## src/rtl/fetch_decode_buffer_pkg.sv

```systemverilog
// fetch_decode_buffer_pkg: shared front-end widths and the packed queue entry
package fetch_decode_buffer_pkg;
  localparam int INST_WIDTH = 32;
  localparam int INST_ADDR_WIDTH = 32;
  localparam int IF_BATCH_SIZE = 2;
  localparam int BP_GHR_BITS = 8;
  localparam int FDB_DEPTH = 8;
  localparam int FDB_ENTRY_W = INST_WIDTH + 2*INST_ADDR_WIDTH + 1 + BP_GHR_BITS;
  typedef struct packed {
    logic [INST_WIDTH-1:0] inst;
    logic [INST_ADDR_WIDTH-1:0] pc;
    logic pred_taken;
    logic [INST_ADDR_WIDTH-1:0] pred_target;
    logic [BP_GHR_BITS-1:0] pred_hist;
  } fdb_entry_t;
endpackage

```

## src/rtl/fetch_decode_buffer_ram.sv

```systemverilog
// fdb_ram: entry storage with two write ports at tail/tail+1 and two async read ports at head/head+1
module fdb_ram #(
  parameter int DEPTH = 8,
  parameter int W = 32,
  parameter int PTR_W = $clog2(DEPTH)
) (
  input  logic clk,
  input  logic we0,
  input  logic [PTR_W-1:0] wa0,
  input  logic [W-1:0] wd0,
  input  logic we1,
  input  logic [PTR_W-1:0] wa1,
  input  logic [W-1:0] wd1,
  input  logic [PTR_W-1:0] ra0,
  output logic [W-1:0] rd0,
  input  logic [PTR_W-1:0] ra1,
  output logic [W-1:0] rd1
);
  logic [W-1:0] mem [DEPTH];
  // storage is never reset; write addresses never collide when both ports fire
  always_ff @(posedge clk) begin
    if (we0) mem[wa0] <= wd0;
    if (we1) mem[wa1] <= wd1;
  end
  assign rd0 = mem[ra0];
  assign rd1 = mem[ra1];
endmodule

```

## src/rtl/fetch_decode_buffer.sv

```systemverilog
// fetch_decode_buffer: circular queue compacting 2-wide fetch batches and presenting the two oldest to pre-decode
module fetch_decode_buffer
  import fetch_decode_buffer_pkg::*;
#(
  parameter int DEPTH = FDB_DEPTH,
  parameter int PTR_W = $clog2(DEPTH),
  parameter int CNT_W = $clog2(DEPTH) + 1
) (
  input  logic clk,
  input  logic rst_n,
  input  logic flush,
  input  logic [IF_BATCH_SIZE-1:0] in_inst_valid,
  input  logic [INST_WIDTH-1:0] in_inst_0,
  input  logic [INST_WIDTH-1:0] in_inst_1,
  input  logic [INST_ADDR_WIDTH-1:0] in_pc_0,
  input  logic [INST_ADDR_WIDTH-1:0] in_pc_1,
  input  logic in_pred_taken_0,
  input  logic in_pred_taken_1,
  input  logic [INST_ADDR_WIDTH-1:0] in_pred_target_0,
  input  logic [INST_ADDR_WIDTH-1:0] in_pred_target_1,
  input  logic [BP_GHR_BITS-1:0] in_pred_hist_0,
  input  logic [BP_GHR_BITS-1:0] in_pred_hist_1,
  output logic in_ready,
  output logic [IF_BATCH_SIZE-1:0] out_inst_valid,
  output logic [INST_WIDTH-1:0] out_inst_0,
  output logic [INST_WIDTH-1:0] out_inst_1,
  output logic [INST_ADDR_WIDTH-1:0] out_pc_0,
  output logic [INST_ADDR_WIDTH-1:0] out_pc_1,
  output logic out_pred_taken_0,
  output logic out_pred_taken_1,
  output logic [INST_ADDR_WIDTH-1:0] out_pred_target_0,
  output logic [INST_ADDR_WIDTH-1:0] out_pred_target_1,
  output logic [BP_GHR_BITS-1:0] out_pred_hist_0,
  output logic [BP_GHR_BITS-1:0] out_pred_hist_1,
  input  logic out_ready,
  output logic [CNT_W-1:0] count
);
  logic [PTR_W-1:0] head, tail;
  logic accept;
  logic [1:0] n_in, n_out;
  fdb_entry_t in0, in1, wd0, rd0, rd1, s0, s1;
  assign in0 = {in_inst_0, in_pc_0, in_pred_taken_0, in_pred_target_0, in_pred_hist_0};
  assign in1 = {in_inst_1, in_pc_1, in_pred_taken_1, in_pred_target_1, in_pred_hist_1};
  assign in_ready = count <= CNT_W'(DEPTH - 2);
  // compaction of the fetch batch, head-slot presentation with zeroed invalid slots
  always_comb begin
    accept = in_ready && !flush;
    n_in = {1'b0, in_inst_valid[0]} + {1'b0, in_inst_valid[1]};
    wd0 = in_inst_valid[0] ? in0 : in1;
    out_inst_valid = {count >= CNT_W'(2), count != '0} & {2{!flush}};
    n_out = out_ready ? {1'b0, out_inst_valid[0]} + {1'b0, out_inst_valid[1]} : 2'd0;
    s0 = out_inst_valid[0] ? rd0 : '0;
    s1 = out_inst_valid[1] ? rd1 : '0;
  end
  assign {out_inst_0, out_pc_0, out_pred_taken_0, out_pred_target_0, out_pred_hist_0} = s0;
  assign {out_inst_1, out_pc_1, out_pred_taken_1, out_pred_target_1, out_pred_hist_1} = s1;
  fdb_ram #(.DEPTH(DEPTH), .W(FDB_ENTRY_W), .PTR_W(PTR_W)) u_ram (
    .clk(clk),
    .we0(accept && |in_inst_valid),
    .wa0(tail),
    .wd0(wd0),
    .we1(accept && &in_inst_valid),
    .wa1(tail + PTR_W'(1)),
    .wd1(in1),
    .ra0(head),
    .rd0(rd0),
    .ra1(head + PTR_W'(1)),
    .rd1(rd1)
  );
  // pointer and occupancy update; flush empties the queue ahead of any enqueue
  always_ff @(posedge clk or negedge rst_n) begin
    if (!rst_n) begin
      head <= '0;
      tail <= '0;
      count <= '0;
    end else if (flush) begin
      head <= '0;
      tail <= '0;
      count <= '0;
    end else begin
      head <= head + PTR_W'(n_out);
      tail <= tail + (accept ? PTR_W'(n_in) : '0);
      count <= count + (accept ? CNT_W'(n_in) : '0) - CNT_W'(n_out);
    end
  end
endmodule

```

## config.mk

```make
export PLATFORM = sky130hd
export DESIGN_NAME = fetch_decode_buffer
export DESIGN_NICKNAME = d
export VERILOG_FILES = /design/src/rtl/fetch_decode_buffer_pkg.sv /design/src/rtl/fetch_decode_buffer_ram.sv /design/src/rtl/fetch_decode_buffer.sv
export SDC_FILE = /design/constraint.sdc
export NUM_CORES = 2
export LEC_CHECK = 0
export BUFFER_PORTS_ARGS = -buffer_cell sky130_fd_sc_hd__buf_4
export CAP_MARGIN = 20
export CORE_MARGIN = 2
export CORE_UTILIZATION = 61
export CTS_CLUSTER_SIZE = 14
export DETAILED_ROUTE_END_ITERATION = 10
export PLACE_DENSITY = 0.81
export SYNTH_ARGS = -nofsm -noshare
export SYNTH_HDL_FRONTEND = slang
export SYNTH_HIERARCHICAL = 1
export SYNTH_SLANG_ARGS = --single-unit
export TNS_END_PERCENT = 20
```

## constraint.sdc

```tcl
create_clock -name clk -period 13.4 [get_ports clk]
set_input_delay 0.67 -clock clk [delete_from_list [all_inputs] [get_ports clk]]
set_output_delay 0.67 -clock clk [all_outputs]
set_load 0.05 [all_outputs]
```

After elaboration in Yosys (flattened, before gate mapping):

Memory sizes are Yosys's and may differ from the RTL's.
Index checks and enable logic that the tools add are counted.

* add/sub/neg operators: 8
* multiply operators: 0
* div/mod/pow operators: 0
* magnitude comparators: 2
* equality and inequality tests: 0
* shifts and indexed selects: 0
* multiplexer cells: 13
* bitwise operators: 1
* reductions and logical operators: 7

Operator list (number)
* $mux 105: 3
* $add 3x1->3 const B: 2
* $add 3x2->3: 2
* $mux 2: 3
* $mux 3: 2
* $add 1x1->2: 2
* $add 4x2->4: 1
* $ge 4x2->1 const B: 1
* $le 4x3->1 const B: 1
* $mux 1: 4
* $mux 4: 1
* $reduce_bool 4->1: 1
* $sub 4x2->4: 1
* $logic_and 1x1->1: 3
* $and 2x2->2: 1
* $reduce_and 2->1: 1
* $reduce_or 2->1: 1
* $logic_not 1->1: 1

* bits in registers: 10
* bits in latches: 0
* memory bits (writable): 840
* bits in read-only memories: 0
* input port bits: 216
* output and inout bits: 217
* logic and storage cells: 35
* memories kept: 1

Memory list
* u_ram.mem: words 8, bits a word 105, rd ports 2, clocked after memory_dff 0, wr ports 2, line fetch_decode_buffer_ram.sv:19 `logic [W-1:0] mem [DEPTH];`

Logic depth before layout (Yosys ltp):

* depth in word-level cells: 6
* mapped depth: 13
* depth with buffers taken out: 12

Hierarchy:

The synthesis kept the hierarchy.

Modules (own cells, without submodules)
* fdb_ram: instances 1, cells an instance 2546, area each 47779.6 um^2, sequential area each 25224.2 um^2
* fetch_decode_buffer: instances 1, cells an instance 425, area each 3514.6 um^2, sequential area each 250.2 um^2

Least setup slack after synthesis:

OpenSTA, ideal clock, no wires.

* path type: flip-flop to flip-flop
* start point: register count[3]
* end point: memory u_ram/mem[0][0] (netlist bit) (enable)
* setup time: 0.723 ns
* arrival: 9.484 ns
* required time: 12.677 ns
* setup slack: 3.193 ns
* stages on the path, launching flop included: 8
* buffers on the path: 0
* clock period less this slack: 10.207 ns
* cells stage by stage: dfrtp_1 -> inv_1 -> ha_1 -> and3_1 -> a211oi_2 -> nor2b_1 -> nand2b_1 -> o31ai_1

RTL lines
* from (decl): line fetch_decode_buffer.sv:36 `output logic [CNT_W-1:0] count`
* from (signal assigned): line fetch_decode_buffer.sv:83 `count <= count + (accept ? CNT_W'(n_in) : '0) - CNT_W'(n_out);`
* to (decl): line fetch_decode_buffer_ram.sv:19

==> out/metrics.cfg <==
[route]
antenna_left=0
vias=31200
viasPerCell=6.98
first_pass_iters=6
wl_per_cell_um=32.9
initialDrtViolationCount=3213
drc_errors=0
routed_wl_um=147000

[global_route]
grt_max_degree=153
grt_pass1_vias=33900
overflow=0
gr-usage-all-layers_pct=34.0
grt_pass1_wl_um=215000
antenna_found_initial=22

[cts]
cts_setup_buffers=0
cts_num_sinks=850
cts_tree=built
cts.path.max_buffers=3
h-tree-depth=3
clk_pin_slew_ps=60
cts_made_buffers=92
worstSkewPairLatency_ps=660
root_buffer=clkbuf_16
cts_resized=0

[final_layout]
finish.utilization_pct=70.1
final_cells=4468
layout-drive-gt1-share_pct=65.5
fillers=5308
synthToLayoutAreaGrowth_pct=14.1
fin_nets=3535
layout_common_cells=mux2_2, edfxtp_1, buf_4
final_common_cell=mux2_2

[logic_synthesis]
netlist_area_um2=51300
avgSynthCellArea_um2=17.3
synth_edf_count=840
syn-instance-count=2971
seq_area_frac_synth_pct=49.7
syn_nets=3204
yosys.area_share.xor_xnor_pct=0.0854
yosys_warnings=6
synth_top_family_by_area=multiplexers
synth_simple_gate_area_share_pct=2.97
synth-seq-cells=850
synth_cell_type_count=35
ys_top_cells_by_area=edfxtp_1, mux2_2, mux4_2
synth-compound-area-share_pct=0.244
netlist.area_leader.share_pct=49.2
synth.area.mux_share_pct=44.1
synthAdderAreaFrac_pct=0.473
yosysTopAreaCell=edfxtp_1
synth_ff_type=edfxtp_1
synthArstFlopShare_pct=1.18

[power_and_ir_drop]
power_switching_mw=3.51
clockPowerShare_pct=26.1
powerDensity_nw_per_um2=171
seqPwrFrac_pct=32.3
switching_share_pct=35.1
combPwrFrac_pct=41.6
p_leak_nw=19.8
vdd_drop_max_uv=154
p_int_mw=6.49

[run]
drv_cap=0

[floorplanning]
initial_core_util_pct=61.5
coreArea_um2=83400
die_area_um2=86400
io_pins=433
std_cell_rows=106
dieHeight_um=294
die_width_um=294

[sta]
relSlewSlack_pct=21.7
finalSetupTns_ps=0
hold_viol_final=0
post-route-period-util_pct=44.5
fmax_mhz=168
setup_viol=0
slew_violations=0
tightest_slew_ps=1170
fin_crit_ps=5960
finClkSkew_ps=19.3
rsz0062_at_grt=false

[setup_path]
cp-end-kind=output port
cp_max_fo=107
path_common_cell=buf_4
cp_slowest_stage_delay_ps=830
cp.required_ps=12730
reg2reg_slack_ps=8690
crit_type=reg -> out
crit_buf_inv=4
path_cells=buf_12 -> ha_4 -> xor2_4 -> buf_4 -> buf_4 -> mux4_2 -> mux2_2 -> and2_1 -> buf_4
r2r-start=count[3]
crit_family=buffers and inverters
startpoint_type=register
reg2reg_to=u_ram/mem[0][27]
reg2reg_depth=9
crit_arrival_ps=5290
critPathSlowestCell=dfrtp_4

[hold_path]
worstHoldStart=flush
hp-class=in -> reg
holdPathStages=2
holdPathEnd=count[1]

[status]
run_status=complete, no violations

[placement]
dpl.hpwl_um=77600
gp_congestion=0.822
dp_cells=4285
numPortBuffers=432

-- sequential cells by signal, indices dropped and copies added, names as in the netlist --
name,count
count,4
head,3
tail,3
u_ram/mem,840
-- layer usage --
layer	part of all wire [%]	track usage, %
met1	37	43.9
met2	50	56.9
met3	9.4	6.54
met4	3.5	14.0
met5	0.057	0
-- power by group through the flow --
stage	Clock [mW]	Sequential [mW]	Combinational (mW)
final	2.61	3.23	4.15
after global routing	2.73	3.25	4.34
after CTS	2.63	3.23	4.14
after detailed placement	0	3.29	4.12
after global placement	0	3.27	4.07
after floorplan	0	3.27	3.03
-- synth_stat cells (2+ instances only) --
master / n
a21oi_1: 3
a31o_2: 2
and2_1: 213
buf_2: 114
buf_4: 5
buf_6: 16
clkbuf_1: 113
dfrtp_1: 10
edfxtp_1: 840
fa_1: 4
ha_1: 13
inv_1: 14
mux2_2: 1116
mux2_4: 39
mux4_2: 420
nand2_1: 6
nand2b_1: 4
nand4b_1: 3
nor2_1: 6
nor2b_1: 6
nor4bb_1: 3
o21ai_0: 4
o21bai_1: 2
xnor2_1: 2
xor2_1: 3
-- cell type report --
cell class	count	area [um^2]	area share, %
Multi-Input combinational cell	1857	24700	42.2
Sequential cell	850	25500	43.6
Antenna cell	16	40.0	0.0684
Inverter	15	63.8	0.109
Tap cell	1080	1350	2.31
Clock inverter	50	586	1.00
Clock buffer	114	2460	4.20
Timing Repair Buffer	486	3810	6.51
-- per-stage QoR --
| step | area, um^2 | hold slack (ps) | setup slack (ps) | power [mW] |
|---|---|---|---|---|
| after floorplan | 51300 | 374 | 3190 | 6.30 |
| after global placement | 55400 | 521 | 8150 | 7.34 |
| after detailed placement | 55400 | 524 | 8080 | 7.41 |
| after CTS | 58400 | 335 | 7390 | 10.0 |
| after global routing | 58500 | 360 | 7190 | 10.3 |
| final | 58500 | 354 | 7440 | 10.0 |
-- timing repair --
action,CTS,global route
setup endpoints to repair,0,0
endpoints found under the hold margin,10,0
hold buffers,1,0
-- worst max-delay path by stage --
stage,start,to,depth (start not counted)
2_1_floorplan,count[3],u_ram/mem[0][0],7
3_3_place_gp,head[0],out_pred_target_1[28],9
3_5_place_dp,head[0],out_pred_target_1[23],9
4_1_cts,head[0],out_pred_target_1[28],9
5_1_grt,head[0],out_pred_target_1[28],9
6_report,head[0],out_pred_target_1[27],9
-- logic make-up (layout without fill, tap and decap cells) --
kind of cell | after synthesis | count (layout)
flops | 850 | 850
simple gates | 245 | 245
buf+inv | 264 | 665
compound gates | 15 | 15
mux | 1575 | 1575
xor+xnor | 5 | 5
other cells | 0 | 16
fa+ha+maj | 17 | 17
Note: power is estimated with default switching activity, not from simulation.
